===== config.mk =====
export PLATFORM = sky130hd
export DESIGN_NAME = mem_copy_engine
export DESIGN_NICKNAME = d
export VERILOG_FILES = /design/src/rtl/mem_copy_engine_pkg.sv /design/src/rtl/mem_copy_engine.sv
export SDC_FILE = /design/constraint.sdc
export NUM_CORES = 1
export LEC_CHECK = 0
export ABC_AREA = 1
export BUFFER_PORTS_ARGS = -buffer_cell sky130_fd_sc_hd__buf_2
export CAP_MARGIN = 20
export CORE_ASPECT_RATIO = 0.5
export CORE_MARGIN = 3
export CORE_UTILIZATION = 53
export CTS_CLUSTER_DIAMETER = 80
export DETAILED_ROUTE_END_ITERATION = 7
export GPL_ROUTABILITY_DRIVEN = 0
export PLACE_DENSITY = 0.85
export SLEW_MARGIN = 30
export SYNTH_ARGS = -nofsm -noshare
export SYNTH_HDL_FRONTEND = slang
export SYNTH_SLANG_ARGS = --single-unit
export TNS_END_PERCENT = 50

===== constraint.sdc =====
create_clock -name clk -period 2.52 [get_ports clk]
set_clock_uncertainty 0.05 [all_clocks]
set_input_delay 0.504 -clock clk [delete_from_list [all_inputs] [get_ports clk]]
set_output_delay 0.504 -clock clk [all_outputs]
set_load 0.01 [all_outputs]

===== src/rtl/mem_copy_engine_pkg.sv =====
// Shared types and default widths for the memory copy engine.
package mem_copy_engine_pkg;

  localparam int unsigned DEF_ADDR_W = 12;
  localparam int unsigned DEF_DATA_W = 16;

  typedef enum logic [1:0] {
    IDLE  = 2'd0,
    RUN   = 2'd1,
    DRAIN = 2'd2,
    DONE  = 2'd3
  } state_t;

endpackage


===== src/rtl/mem_copy_engine.sv =====
// Word-at-a-time RAM-to-RAM copy engine with a registered-read RAM interface.
// Define MEM_COPY_FILL_EN to add a constant-fill mode (fill_mode/fill_val ports).
module mem_copy_engine
  import mem_copy_engine_pkg::*;
#(
  parameter int unsigned ADDR_W = DEF_ADDR_W,
  parameter int unsigned DATA_W = DEF_DATA_W
) (
  input  logic              clk,
  input  logic              rst,
  input  logic              start,
  input  logic [ADDR_W-1:0] src,
  input  logic [ADDR_W-1:0] dst,
  input  logic [ADDR_W-1:0] len,
`ifdef MEM_COPY_FILL_EN
  input  logic              fill_mode,
  input  logic [DATA_W-1:0] fill_val,
`endif
  output logic              busy,
  output logic              done,
  output logic [ADDR_W-1:0] ram_raddr,
  input  logic [DATA_W-1:0] ram_rdata,
  output logic [ADDR_W-1:0] ram_waddr,
  output logic [DATA_W-1:0] ram_wdata,
  output logic              ram_wren
);

  localparam logic [ADDR_W-1:0] ONE = ADDR_W'(1);

  state_t            state;
  logic [ADDR_W-1:0] remain;
  logic [ADDR_W-1:0] wnext;
  logic              req_fill;
  logic              fill_act;

`ifdef MEM_COPY_FILL_EN
  logic              fill_q;
  logic [DATA_W-1:0] fill_val_q;

  assign req_fill  = fill_mode;
  assign fill_act  = fill_q;
  assign ram_wdata = fill_q ? fill_val_q : ram_rdata;

  always_ff @(posedge clk) begin
    if (rst) begin
      fill_q     <= 1'b0;
      fill_val_q <= '0;
    end else if (state == IDLE && start) begin
      fill_q     <= fill_mode;
      fill_val_q <= fill_val;
    end
  end
`else
  assign req_fill  = 1'b0;
  assign fill_act  = 1'b0;
  assign ram_wdata = ram_rdata;
`endif

  // Copy: read i is issued in RUN cycle i, its write lands one cycle later, so
  // the last write spills into DRAIN. Fill has no read, so writes start at once.
  always_ff @(posedge clk) begin
    if (rst) begin
      state     <= IDLE;
      busy      <= 1'b0;
      done      <= 1'b0;
      ram_wren  <= 1'b0;
      ram_raddr <= '0;
      ram_waddr <= '0;
      remain    <= '0;
      wnext     <= '0;
    end else begin
      case (state)
        IDLE: begin
          done     <= 1'b0;
          ram_wren <= 1'b0;
          if (start) begin
            remain <= len - ONE;
            if (len == '0) begin
              state <= DONE;
              done  <= 1'b1;
            end else begin
              state <= RUN;
              busy  <= 1'b1;
              if (req_fill) begin
                ram_wren  <= 1'b1;
                ram_waddr <= dst;
                wnext     <= dst + ONE;
              end else begin
                ram_raddr <= src;
                wnext     <= dst;
              end
            end
          end
        end
        RUN: begin
          if (fill_act && remain == '0) begin
            state    <= DONE;
            busy     <= 1'b0;
            done     <= 1'b1;
            ram_wren <= 1'b0;
          end else begin
            ram_wren  <= 1'b1;
            ram_waddr <= wnext;
            wnext     <= wnext + ONE;
            if (remain == '0) begin
              state <= DRAIN;
            end else begin
              remain <= remain - ONE;
              if (!fill_act) ram_raddr <= ram_raddr + ONE;
            end
          end
        end
        DRAIN: begin
          state    <= DONE;
          busy     <= 1'b0;
          done     <= 1'b1;
          ram_wren <= 1'b0;
        end
        DONE: begin
          state <= IDLE;
          done  <= 1'b0;
        end
        default: state <= IDLE;
      endcase
    end
  end

endmodule


# == Word-level counts from Yosys, hierarchy flattened ==
# Index checks and enable logic that the tools add are counted.
# word_totals
reg_bits,53
input_bits,55
out_inout_bits,43
word_cells,52
# classes
addsub,4
eq_ne,7
muxes,21
reduce_logical,12
# op_table
cell,count
12-bit 2-to-1 mux,7
12-bit one-hot mux with 2 select lines,3
12-bit by 1-bit adder with 12-bit output (second input constant),2
12-bit logical NOT,2
12-bit by 1-bit subtractor with 12-bit output (second input constant),2
3-bit AND reduction,3
2-bit != test (second input constant),4
2-bit one-hot mux with 4 select lines,1
2-bit 2-to-1 mux,3
2-bit nonzero test,3
2-bit equality test (second input constant),2
1-bit 2-to-1 mux,4
1-bit one-hot mux with 2 select lines,2
4-bit AND reduction,1
1-bit one-hot mux with 3 select lines,1
2-bit by 1-bit equality test with 1-bit output (second input constant),1
2-bit logical NOT,1
2-bit AND reduction,1
2-bit OR reduction,1

# == Longest topological paths before layout ==
# Gate-level depths: netlist of the first run.
# logic_depth
depth_word,4
mapped_depth,14
depth_no_buf,13

# == Worst setup path before layout of the first run ==
# No wires, ideal clock.
# synth_path
path_kind,register -> register
from,register state[1]
to,register remain[10]
arrival_time_ns,1.606
path_slack_ns,0.747
path_stages_with_launch,13
path_buffers,1
synth_period_minus_slack_ns,1.773
cell_sequence,dfxtp_1 > inv_1 > ha_1 > buf_6 > o21ai_2 > ha_1 > nand2_1 > inv_2 > nand2_4 > nor2_4 > a21oi_1 > nor2_1 > nor2_1
# synth_via
elab_chain_len,3
elab_cells_between_ends,7
# synth_lines
element,line,rtl
from (decl),mem_copy_engine.sv:30,state_t state;
from (signal assigned),mem_copy_engine.sv:63,state <= IDLE;
from (signal assigned),mem_copy_engine.sv:79,state <= DONE;
from (signal assigned),mem_copy_engine.sv:82,state <= RUN;
2-bit by 1-bit equality test with 1-bit output or 2-bit logical NOT (tied branches),mem_copy_engine.sv:72,case (state)
2-bit != test (no line) or 2-bit nonzero test (tied branches),n/a,
3-bit AND reduction (no line),n/a,
to (signal assigned),mem_copy_engine.sv:77,remain <= len - ONE;
to (signal assigned),mem_copy_engine.sv:108,remain <= remain - ONE;
to (decl),mem_copy_engine.sv:31,logic [ADDR_W-1:0] remain;
# Parallel ways exist; a longest one is shown, timed or not.
# A chain may end at the register's enable or synchronous reset.

# == Worst setup path after layout of the first run ==
# layout_path
from,register state[1]
to,register remain[3]
# Same word-level chain as after synthesis.

==> results of run 1 <==
state kept, by name (all words and copies together), names as in the netlist:
signal	flops
ram_raddr	12
ram_waddr	12
remain	12
wnext	12
state	2
busy	1
done	1
ram_wren	1
metal layers:
metal  part of all wire (%)  up-vias  track usage, %
li1                       -     1802               -
met1                     47     1544            28.6
met2                     45      113            36.5
met3                    6.4       18            4.13
met4                    1.4        0            7.91
met5                      0        -               0
cell usage in the layout, fill, tap and decap left out, types with 2 or more instances in the layout:
cell type | synthesis | final
sky130_fd_sc_hd__nor3_1 | 3 | 3
sky130_fd_sc_hd__o31ai_1 | 2 | 2
sky130_fd_sc_hd__nand2_4 | 4 | 4
sky130_fd_sc_hd__or2_2 | 4 | 4
sky130_fd_sc_hd__nand2_1 | 167 | 167
sky130_fd_sc_hd__nor2_2 | 6 | 6
sky130_fd_sc_hd__inv_2 | 3 | 3
sky130_fd_sc_hd__ha_1 | 7 | 6
sky130_fd_sc_hd__o21ai_0 | 29 | 29
sky130_fd_sc_hd__nand2_2 | 11 | 11
sky130_fd_sc_hd__o21ai_2 | 4 | 4
sky130_fd_sc_hd__inv_1 | 50 | 50
sky130_fd_sc_hd__nand3_2 | 4 | 4
sky130_fd_sc_hd__o21ai_1 | 5 | 5
sky130_fd_sc_hd__clkbuf_16 | 0 | 5
sky130_fd_sc_hd__nor2_4 | 3 | 3
sky130_fd_sc_hd__a21oi_1 | 50 | 50
sky130_fd_sc_hd__buf_2 | 4 | 65
sky130_fd_sc_hd__buf_4 | 21 | 6
sky130_fd_sc_hd__nor2_1 | 63 | 63
sky130_fd_sc_hd__nand3_1 | 28 | 28
sky130_fd_sc_hd__nand3b_1 | 2 | 2
sky130_fd_sc_hd__nand4_1 | 5 | 5
sky130_fd_sc_hd__dfxtp_1 | 53 | 53
worst paths after layout:
check | startpoint | end | slack [ps]
worst max-delay path | state[1]$_SDFFE_PP0P_ | remain[3]$_SDFFE_PP0P_ | 360
worst min-delay path | ram_waddr[8]$_SDFFE_PP0P_ | ram_waddr[8]$_SDFFE_PP0P_ | 410
worst max register to register | state[1]$_SDFFE_PP0P_ | remain[3]$_SDFFE_PP0P_ | 360
worst min register to register | ram_waddr[8]$_SDFFE_PP0P_ | ram_waddr[8]$_SDFFE_PP0P_ | 410
critical path, stage by stage (launching register included):
cell                      delay [ps]
sky130_fd_sc_hd__dfxtp_1         340
sky130_fd_sc_hd__inv_1           120
sky130_fd_sc_hd__ha_2            440
sky130_fd_sc_hd__inv_4           180
sky130_fd_sc_hd__a21oi_4         200
sky130_fd_sc_hd__nand2_2         200
sky130_fd_sc_hd__inv_2           250
sky130_fd_sc_hd__nand3_1         130
sky130_fd_sc_hd__a21oi_1         160
report_power, final:
group	total (mW)	internal [mW]	switching, mW
clock network	0.689	0.371	0.318
logic	2.44	0.825	1.62
registers	1.45	1.17	0.288
kinds of logic after synthesis:
group | Yosys count | synth area share [%]
xor gates and xnor gates | 1 | 0.252
buffers and inverters | 89 | 13.4
DFF | 53 | 30.5
and+or+nand+nor | 303 | 38.9
AOI/OAI and AO/OA | 93 | 14.4
adders and majority gates | 7 | 2.52
final cells by class:
cell class | instances | area, um2
fill | 603 | 2360
multi-input combinational | 404 | 1950
sequential | 53 | 1060
timing repair buffer | 71 | 370
inverter | 54 | 205
clock buffer | 6 | 129
tap | 88 | 110
clock inverter | 2 | 13.8
synth_stat cells (all sizes together):
library cell  instances
nor2                 73
nand3b                2
nor3                  4
nand4                 5
ha                    7
buf                  30
inv                  54
clkbuf                5
a21oi                51
and2                  1
o211ai                1
o31ai                 2
or2                   4
nand2               182
xor2                  1
o21ai                38
nand3                32
dfxtp                53
o21bai                1
metrics by stage:
| step | hold WS (ps) | utilization, % |
|---|---|---|
| CTS | 411 | 61.9 |
| finish | 409 | 61.9 |
| global placement | 398 | 59.6 |
| floorplan | 394 | - |
| detailed placement | 400 | 59.6 |
| global route | 438 | 61.9 |
==> impl_results.rst, run 1 <==
.. list-table::
   :header-rows: 1

   * - Metric
     - Value
   * - # resized after CTS
     - 0
   * - Final-report setup violation count
     - 0
   * - Cell accounting for the most synthesized area
     - sky130_fd_sc_hd__dfxtp_1
   * - Total count of hold-check failures in the final report
     - 0
   * - Worst reg2reg path depth
     - 8
   * - Count of input and output buffers
     - 65
   * - Critical Path AT
     - 2330 ps
   * - Core area
     - 6210 um2
   * - Layout Nets
     - 651
   * - Post-CTS setup buffers
     - 0
   * - Antenna-violating nets left
     - 0
   * - Synthesized instance count
     - 546
   * - Final total negative setup slack
     - 0 ps
   * - Min Tclk post-route
     - 2160 ps
   * - Leakage power
     - 1.90 nW
   * - Number of cells on the worst hold path
     - 2
   * - Fraction of final layout cells sized beyond drive strength 1
     - 20.7%
   * - Type of element launching the critical path
     - flip-flop
   * - Diodes inserted
     - 0
   * - Post-synthesis to final-layout area growth
     - 10.5%
   * - Clk root buf
     - sky130_fd_sc_hd__clkbuf_16
   * - Average footprint of a synthesized cell
     - 6.37 um2
   * - Cell Area, Synth
     - 3480 um2
   * - Worst-Margin Slew
     - 759 ps
   * - Final worst slack
     - 360 ps
   * - Post-placement cell area
     - 3700 um2
   * - Global-route total usage across every layer
     - 22.0%
   * - Clock-pin slew on the worst setup and hold paths
     - 70 ps
   * - Vertical extent of the die
     - 63.3 um
   * - Worst-skew pair later-pin latency
     - 300 ps
   * - Ratio of final minimum period to clock period
     - 85.7%
   * - Number of global-route vias before repair
     - 3183
   * - Min-Delay Path Class
     - reg -> reg
   * - Clock tree from TritonCTS
     - done
   * - Global route overflow
     - 0
   * - Power density cells
     - 1190 nW/um2
   * - Boundary Pins
     - 98
   * - MaxCap Viol Count
     - 0
   * - Number of sinks handled by clock tree synthesis
     - 53
   * - Count of cell types in the netlist
     - 34
   * - Post-DR wirelength/cell
     - 12.1 um
   * - Total placed cells including tap cells
     - 670
   * - Maximum clock insertion buffer count
     - 2
   * - Unrepaired setup endpoints after global routing
     - false
   * - Pin count of the biggest net entering global routing
     - 28
   * - Antenna violations before repair
     - 0
   * - Global-route wire length before repair
     - 13900 um
   * - Cell Rows
     - 20
   * - Via Count
     - 3477
   * - Initial Util
     - 56.0%
   * - Proportion of netlist area held by the largest area contributor
     - 30.5%
   * - Status
     - finished clean
   * - Area contributors post-synth
     - sky130_fd_sc_hd__dfxtp_1 (31%), sky130_fd_sc_hd__nand2_1 (18%), sky130_fd_sc_hd__a21oi_1 (7.2%)
   * - Number of cells in the finished layout apart from fillers
     - 678
   * - Yosys synthesis warning count
     - 0
   * - Final WL
     - 8210 um
   * - Endpoint kind of the worst setup timing path
     - flip-flop
   * - Die outline width
     - 121 um
   * - Power Total
     - 4.58 mW
   * - Nets in the synthesized netlist
     - 608
   * - Number of buffers created by CTS
     - 5
   * - Fmax
     - 0.463 GHz
   * - Critical path data required time
     - 2690 ps
   * - Maximum fanout count along the critical path
     - 19
   * - Worst slew slack as a fraction of its limit
     - 49.3%
   * - Portion of the post-synthesis area used by sequential elements
     - 30.5%
   * - DPL Wire Length
     - 5970 um
   * - Worst slack after detailed placement
     - 390 ps
   * - DRC marker count from the first detailed-route iteration
     - 217
   * - Worst ir drop on vdd
     - 504 uV
   * - Number of register bits inferred by synthesis
     - 53
   * - DRC errors left
     - 0
   * - Die area
     - 7630 um2
   * - Cts hold-fix bufs
     - 0
   * - CTS H-Tree Depth
     - 2
   * - Number of iterations in the first detailed-routing pass
     - 5
   * - Critical path start-end classification
     - reg -> reg
   * - Post-detailed-route via-to-cell ratio
     - 5.13
   * - Cell area after layout
     - 3840 um2
   * - Slew Limit Fails
     - 0
No activity file was read; power rests on OpenSTA's default activity.
==> run 2: changes to the inputs <==
ABC_AREA = not set   (was 1)
CORE_UTILIZATION = 52   (was 53)
SLEW_MARGIN = 40   (was 30)
==> impl_results.rst, run 2 <==
.. list-table::
   :header-rows: 1

   * - Metric
     - Value
   * - Status
     - finished clean (unchanged)
   * - Number of fill cells in the layout
     - 511 (was 603)
   * - Routed length on met2
     - 3790 um (was 3720 um)
   * - Number of sinks handled by clock tree synthesis
     - 53 (unchanged)
   * - Leakage power
     - 1.52 nW (was 1.90 nW)
   * - Critical path start-end classification
     - reg -> reg (unchanged)
   * - Post-CTS setup buffers
     - 0 (unchanged)
   * - Cell Rows
     - 19 (was 20)
   * - Area contributors post-synth
     - sky130_fd_sc_hd__dfxtp_1 (33%), sky130_fd_sc_hd__nor2_1 (6.4%), sky130_fd_sc_hd__mux2i_1 (5.6%) (was sky130_fd_sc_hd__dfxtp_1 (31%), sky130_fd_sc_hd__nand2_1 (18%), sky130_fd_sc_hd__a21oi_1 (7.2%))
   * - Worst ir drop on vdd
     - 489 uV (was 504 uV)
   * - DRC errors left
     - 0 (unchanged)
   * - Number of register bits inferred by synthesis
     - 53 (unchanged)
   * - Fmax
     - 0.426 GHz (was 0.463 GHz)
   * - Global route overflow
     - 0 (unchanged)
   * - Antenna-violating nets left
     - 0 (unchanged)
   * - Via Count
     - 3238 (was 3477)
   * - Most frequent cells in the layout
     - sky130_fd_sc_hd__buf_2 (65), sky130_fd_sc_hd__nor2_1 (54), sky130_fd_sc_hd__dfxtp_1 (53) (was sky130_fd_sc_hd__nand2_1 (167), sky130_fd_sc_hd__buf_2 (65), sky130_fd_sc_hd__nor2_1 (63))
   * - Cell area after layout
     - 3810 um2 (was 3840 um2)
   * - Critical Path AT
     - 2460 ps (was 2330 ps)
   * - Vertical extent of the die
     - 61.8 um (was 63.3 um)
   * - Clk root buf
     - sky130_fd_sc_hd__clkbuf_16 (unchanged)
   * - Yosys synthesis warning count
     - 0 (unchanged)
   * - Main synth FF type
     - sky130_fd_sc_hd__dfxtp_1 (unchanged)
   * - Top routing layer in use
     - met4 (unchanged)
   * - Boundary Pins
     - 98 (unchanged)
   * - Worst-Margin Slew
     - 684 ps (was 759 ps)
   * - Layout Nets
     - 524 (was 651)
   * - Global-route total usage across every layer
     - 23.2% (was 22.0%)
   * - Type of element launching the critical path
     - flip-flop (unchanged)
   * - Portion of the post-synthesis area used by sequential elements
     - 32.8% (was 30.5%)
   * - Reg2reg setup slack
     - 170 ps (was 360 ps)
   * - Most common cell after layout, fill and taps aside
     - sky130_fd_sc_hd__buf_2 (was sky130_fd_sc_hd__nand2_1)
   * - CTS H-Tree Depth
     - 2 (unchanged)
   * - Count of flip-flops with a built-in enable after synthesis
     - 0 (unchanged)
   * - Post-synthesis to final-layout area growth
     - 17.6% (was 10.5%)
   * - Pin count of the biggest net entering global routing
     - 31 (was 28)
   * - Routed wire length on met3
     - 616 um (was 526 um)
   * - Met1 Wirelength
     - 3970 um (was 3850 um)
   * - Initial Util
     - 56.3% (was 56.0%)
   * - Worst slew slack as a fraction of its limit
     - 54.1% (was 49.3%)
   * - Die outline width
     - 118 um (was 121 um)
   * - Number of global-route vias before repair
     - 3013 (was 3183)
   * - Die area
     - 7270 um2 (was 7630 um2)
   * - Total count of hold-check failures in the final report
     - 0 (unchanged)
   * - Final design utilization
     - 66.2% (was 61.9%)
   * - Post-DR wirelength/cell
     - 15.7 um (was 12.1 um)
   * - Cell Area, Synth
     - 3240 um2 (was 3480 um2)
   * - Leading cell type by number of instances after synthesis
     - sky130_fd_sc_hd__nor2_1 (was sky130_fd_sc_hd__nand2_1)
   * - Number of buffers created by CTS
     - 5 (unchanged)
   * - MaxCap Viol Count
     - 0 (unchanged)
   * - Endpoint kind of the worst setup timing path
     - flip-flop (unchanged)
   * - Clock-pin slew on the worst setup and hold paths
     - 70 ps (about the same)
   * - Min Tclk post-route
     - 2350 ps (was 2160 ps)
   * - Fraction of final layout cells sized beyond drive strength 1
     - 25.1% (was 20.7%)
   * - Synthesized instance count
     - 405 (was 546)
   * - Slew Limit Fails
     - 0 (unchanged)
   * - Core area
     - 5750 um2 (was 6210 um2)
   * - Maximum fanout count along the critical path
     - 7 (was 19)
   * - Critical path data required time
     - 2640 ps (was 2690 ps)
   * - Async SR Flop Fraction
     - 0% (unchanged)
   * - Antenna violations before repair
     - 0 (unchanged)
   * - Min-Delay Path Class
     - reg -> reg (unchanged)
   * - Final WL
     - 8550 um (was 8210 um)
   * - Most frequent cells after synthesis
     - sky130_fd_sc_hd__nor2_1 (55), sky130_fd_sc_hd__dfxtp_1 (53), sky130_fd_sc_hd__nand2_1 (34) (was sky130_fd_sc_hd__nand2_1 (167), sky130_fd_sc_hd__nor2_1 (63), sky130_fd_sc_hd__dfxtp_1 (53))
   * - Post-placement cell area
     - 3630 um2 (was 3700 um2)
   * - Count of cell types in the netlist
     - 58 (was 34)
   * - Cts hold-fix bufs
     - 0 (unchanged)
   * - Global-route wire length before repair
     - 13800 um (was 13900 um)
   * - Power density cells
     - 1170 nW/um2 (was 1190 nW/um2)
   * - Count of input and output buffers
     - 65 (unchanged)
   * - Worst-skew pair later-pin latency
     - 290 ps (was 300 ps)
   * - Proportion of netlist area held by the largest area contributor
     - 32.8% (was 30.5%)
   * - Number of iterations in the first detailed-routing pass
     - 5 (unchanged)
   * - Post-detailed-route via-to-cell ratio
     - 5.93 (was 5.13)
   * - DRC marker count from the first detailed-route iteration
     - 315 (was 217)
   * - Nets in the synthesized netlist
     - 467 (was 608)
   * - Average footprint of a synthesized cell
     - 8.00 um2 (was 6.37 um2)
   * - Cell accounting for the most synthesized area
     - sky130_fd_sc_hd__dfxtp_1 (unchanged)
   * - Worst Hold Slack
     - 435 ps (was 409 ps)
   * - Diodes inserted
     - 0 (unchanged)
   * - Maximum clock insertion buffer count
     - 2 (unchanged)
   * - DPL Wire Length
     - 5940 um (was 5970 um)
   * - Final-report setup violation count
     - 0 (unchanged)
   * - # resized after CTS
     - 0 (unchanged)
   * - Power Total
     - 4.45 mW (was 4.58 mW)
   * - Ratio of final minimum period to clock period
     - 93.1% (was 85.7%)
   * - Clock tree from TritonCTS
     - done (unchanged)
[run 2: layout make-up]
type / instances / area, um2 / area share, %
Inverter: 7 / 26.3 / 0.690
Clock inverter: 2 / 38.8 / 1.02
Sequential cell: 53 / 1060 / 27.9
Tap cell: 84 / 105 / 2.76
Multi-Input combinational cell: 307 / 1950 / 51.3
Timing Repair Buffer: 88 / 498 / 13.1
Clock buffer: 5 / 125 / 3.29
[run 2: worst paths after layout]
check | cells past startpoint | startpoint | end
worst max-delay path | 8 | state[1]$_SDFFE_PP0P_ | ram_raddr[8]$_SDFFE_PP0P_
worst min-delay path | 2 | ram_waddr[4]$_SDFFE_PP0P_ | ram_waddr[4]$_SDFFE_PP0P_
worst max register to register | 8 | state[1]$_SDFFE_PP0P_ | ram_raddr[8]$_SDFFE_PP0P_
worst min register to register | 2 | ram_waddr[4]$_SDFFE_PP0P_ | ram_waddr[4]$_SDFFE_PP0P_
[run 2: cell families after synthesis]
kind of cell               after synthesis  share of synthesized area [%]
and+or+nand+nor                        170                           26.9
AOI/OAI and AO/OA                      100                           21.2
DFF                                     53                           32.8
buffers and inverters                   45                           7.46
muxes                                   20                           6.26
xor gates and xnor gates                10                           2.70
adders and majority gates                7                           2.70
[run 2: per-layer routing]
layer	vias to the layer above	track usage [%]
met5	-	0
met4	0	10.0
met3	22	4.52
met2	120	37.4
met1	1507	31.3
li1	1589	-
[run 2: power breakdown]
group | total (mW) | internal, mW | leakage (nW) | switching, mW
clock | 0.786 | 0.468 | 0.0803 | 0.319
sequential | 1.40 | 1.09 | 0.434 | 0.306
combinational | 2.27 | 0.955 | 1.01 | 1.31
total | 4.45 | 2.51 | 1.52 | 1.94
[run 2: stage by stage]
| stage | TNS [ps] | instances | setup slack [ps] |
|---|---|---|---|
| 2_1_floorplan | 0 | 405 | 76.8 |
| 3_3_place_gp | 0 | 539 | 94.4 |
| 3_5_place_dp | 0 | 539 | 51.8 |
| 4_1_cts | 0 | 546 | 22.1 |
| 5_1_grt | -0.273 | 546 | -0.273 |
| 6_report | 0 | 546 | 175 |
[run 2: worst max-delay path, cell delays in order, from the launching register on]
cell                        delay (ps)
sky130_fd_sc_hd__dfxtp_1           430
sky130_fd_sc_hd__inv_1             100
sky130_fd_sc_hd__ha_1              230
sky130_fd_sc_hd__nor2b_1           210
sky130_fd_sc_hd__nor2_1            220
sky130_fd_sc_hd__o21ai_1           180
sky130_fd_sc_hd__nor2_2            330
sky130_fd_sc_hd__nor2_1             70
sky130_fd_sc_hd__a2111oi_0         400
==> run 3: changes to the inputs <==
GPL_TIMING_DRIVEN = 0   (was not set)
==> impl_results.rst, run 3 (synthesis gave the netlist of run 2 again) <==
.. list-table::
   :header-rows: 1

   * - Metric
     - Value
   * - Core area
     - 5750 um2 (unchanged)
   * - Worst-skew pair later-pin latency
     - 300 ps (was 290 ps)
   * - Worst setup startpoint
     - state[0]$_SDFFE_PP0P_ (was state[1]$_SDFFE_PP0P_)
   * - Fraction of final layout cells sized beyond drive strength 1
     - 28.7% (was 25.1%)
   * - Clk root buf
     - sky130_fd_sc_hd__clkbuf_16 (unchanged)
   * - CTS H-Tree Depth
     - 2 (unchanged)
   * - Antenna violations before repair
     - 0 (unchanged)
   * - Most frequent cells in the layout
     - sky130_fd_sc_hd__buf_2 (82), sky130_fd_sc_hd__nor2_1 (54), sky130_fd_sc_hd__dfxtp_1 (51) (was sky130_fd_sc_hd__buf_2 (65), sky130_fd_sc_hd__nor2_1 (54), sky130_fd_sc_hd__dfxtp_1 (53))
   * - Leakage power
     - 1.62 nW (was 1.52 nW)
   * - Status
     - finished clean (unchanged)
   * - DRC marker count from the first detailed-route iteration
     - 340 (was 315)
   * - Clock-pin slew on the worst setup and hold paths
     - 80 ps (was 70 ps)
   * - Min Tclk post-route
     - 2460 ps (was 2350 ps)
   * - Number of buffers created by CTS
     - 5 (unchanged)
   * - Global-route wire length before repair
     - 15100 um (was 13800 um)
   * - Power density cells
     - 1140 nW/um2 (was 1170 nW/um2)
   * - Final-report setup violation count
     - 0 (unchanged)
   * - Unrepaired setup endpoints after global routing
     - true
   * - Min-Delay Path Class
     - reg -> reg (unchanged)
   * - Total count of hold-check failures in the final report
     - 0 (unchanged)
   * - Number of global-route vias before repair
     - 3235 (was 3013)
   * - Post-detailed-route via-to-cell ratio
     - 6.11 (was 5.93)
   * - Count of input and output buffers
     - 80 (was 65)
   * - Vertical extent of the die
     - 61.8 um (unchanged)
   * - Post-synthesis to final-layout area growth
     - 23.7% (was 17.6%)
   * - Power Total
     - 4.56 mW (was 4.45 mW)
   * - Boundary Pins
     - 98 (unchanged)
   * - Total placed cells including tap cells
     - 569 (was 539)
   * - Hold Path Origin
     - ram_waddr[8]$_SDFFE_PP0P_ (was ram_waddr[4]$_SDFFE_PP0P_)
   * - Initial Util
     - 56.3% (unchanged)
   * - Slew Limit Fails
     - 0 (unchanged)
   * - Type of element launching the critical path
     - flip-flop (unchanged)
   * - Global-route total usage across every layer
     - 25.7% (was 23.2%)
   * - Die outline width
     - 118 um (unchanged)
   * - Critical path start-end classification
     - reg -> reg (unchanged)
   * - Ratio of final minimum period to clock period
     - 97.4% (was 93.1%)
   * - Global route overflow
     - 0 (unchanged)
   * - Diodes inserted
     - 0 (unchanged)
   * - Pin count of the biggest net entering global routing
     - 18 (was 31)
   * - Start of the worst register-to-register path
     - state[0]$_SDFFE_PP0P_ (was state[1]$_SDFFE_PP0P_)
   * - DPL Wire Length
     - 6650 um (was 5940 um)
   * - Clock tree from TritonCTS
     - done (unchanged)
   * - Number of sinks handled by clock tree synthesis
     - 53 (unchanged)
   * - Number of cells in the finished layout apart from fillers
     - 578 (was 546)
   * - Maximum clock insertion buffer count
     - 2 (unchanged)
   * - MaxCap Viol Count
     - 0 (unchanged)
   * - Post-DR wirelength/cell
     - 16.7 um (was 15.7 um)
   * - Worst slew slack as a fraction of its limit
     - 45.1% (was 54.1%)
   * - Final WL
     - 9660 um (was 8550 um)
   * - Worst slack after detailed placement
     - -522 ps (was 51.8 ps)
   * - Antenna-violating nets left
     - 0 (unchanged)
   * - Via Count
     - 3532 (was 3238)
   * - Layout Nets
     - 555 (was 524)
   * - Final worst slack
     - 65.0 ps (was 175 ps)
   * - Most common cell after layout, fill and taps aside
     - sky130_fd_sc_hd__buf_2 (unchanged)
   * - Cts hold-fix bufs
     - 0 (unchanged)
   * - Number of iterations in the first detailed-routing pass
     - 6 (was 5)
   * - Worst ir drop on vdd
     - 524 uV (was 489 uV)
   * - DRC errors left
     - 0 (unchanged)
   * - Endpoint kind of the worst setup timing path
     - flip-flop (unchanged)
   * - Number of fill cells in the layout
     - 511 (unchanged)
   * - Worst-Margin Slew
     - 824 ps (was 684 ps)
   * - Final total negative setup slack
     - 0 ps (unchanged)
   * - Cell Rows
     - 19 (unchanged)
   * - Final design utilization
     - 69.6% (was 66.2%)
   * - Critical Path AT
     - 2590 ps (was 2460 ps)
   * - Die area
     - 7270 um2 (unchanged)
   * - Critical path data required time
     - 2660 ps (was 2640 ps)
   * - Maximum fanout count along the critical path
     - 10 (was 7)
   * - Fmax
     - 0.407 GHz (was 0.426 GHz)
-- run 3: cell count changes in the layout (fill, tap and decap cells not counted), sizes merged --
cell      previous run  this run
buf                 88       102
bufinv               1         0
clkbuf               5        23
clkinvlp             0         1
-- run 3: power by group --
part / total, mW / switching [mW] / internal (mW)
logic: 2.41 / 1.43 / 0.976
clock network: 0.743 / 0.343 / 0.400
registers: 1.41 / 0.314 / 1.09
total: 4.56 / 2.09 / 2.47
-- run 3: repair_timing --
item	CTS	global route
buffers inserted	0	1
cloned	0	0
setup endpoints to repair	12	20
pin swaps	0	1
gates resized for setup	16	15
-- run 3: metal layers --
metal,up-vias,global-route usage (%),wire [um]
met5,-,0,0
met4,0,12.2,211
met1,1641,33.4,4170
met2,214,42.0,4250
met3,25,5.88,1030
li1,1652,-,-
-- run 3: worst max-delay path, stage by stage, from the launching register on --
cell,delay [ps]
sky130_fd_sc_hd__dfxtp_2,360
sky130_fd_sc_hd__inv_1,90
sky130_fd_sc_hd__ha_1,220
sky130_fd_sc_hd__or3b_2,500
sky130_fd_sc_hd__nor4_4,340
sky130_fd_sc_hd__nor2_2,90
sky130_fd_sc_hd__buf_6,160
sky130_fd_sc_hd__nand3_2,60
sky130_fd_sc_hd__o21ai_1,70
sky130_fd_sc_hd__a2111oi_2,400
-- run 3: worst paths after layout --
kind | to | slack [ps] | cells past startpoint
worst max-delay path | wnext[6]$_SDFFE_PP0P_ | 60 | 9
worst min-delay path | ram_waddr[8]$_SDFFE_PP0P_ | 440 | 2
worst max register to register | wnext[6]$_SDFFE_PP0P_ | 60 | 9
worst min register to register | ram_waddr[8]$_SDFFE_PP0P_ | 440 | 2
-- run 3: through the flow --
stage / area (um2) / hold WS (ps)
after floorplan: 3240 / 408
after global placement: 3750 / 413
after detailed placement: 3750 / 425
after CTS: 3960 / 446
after global routing: 4010 / 464
final: 4010 / 437
-- run 3: final cells by class --
class                   instances  area [um2]  area share, %
multi-input cells             307        1990           49.7
flip-flops and latches         53        1060           26.6
repair buffers                 81         408           10.2
plain buffers                  38         256           6.40
clock buffers                   6         139           3.47
well taps                      84         105           2.62
inverters                       7        26.3          0.656
clock inverters                 2        16.3          0.406
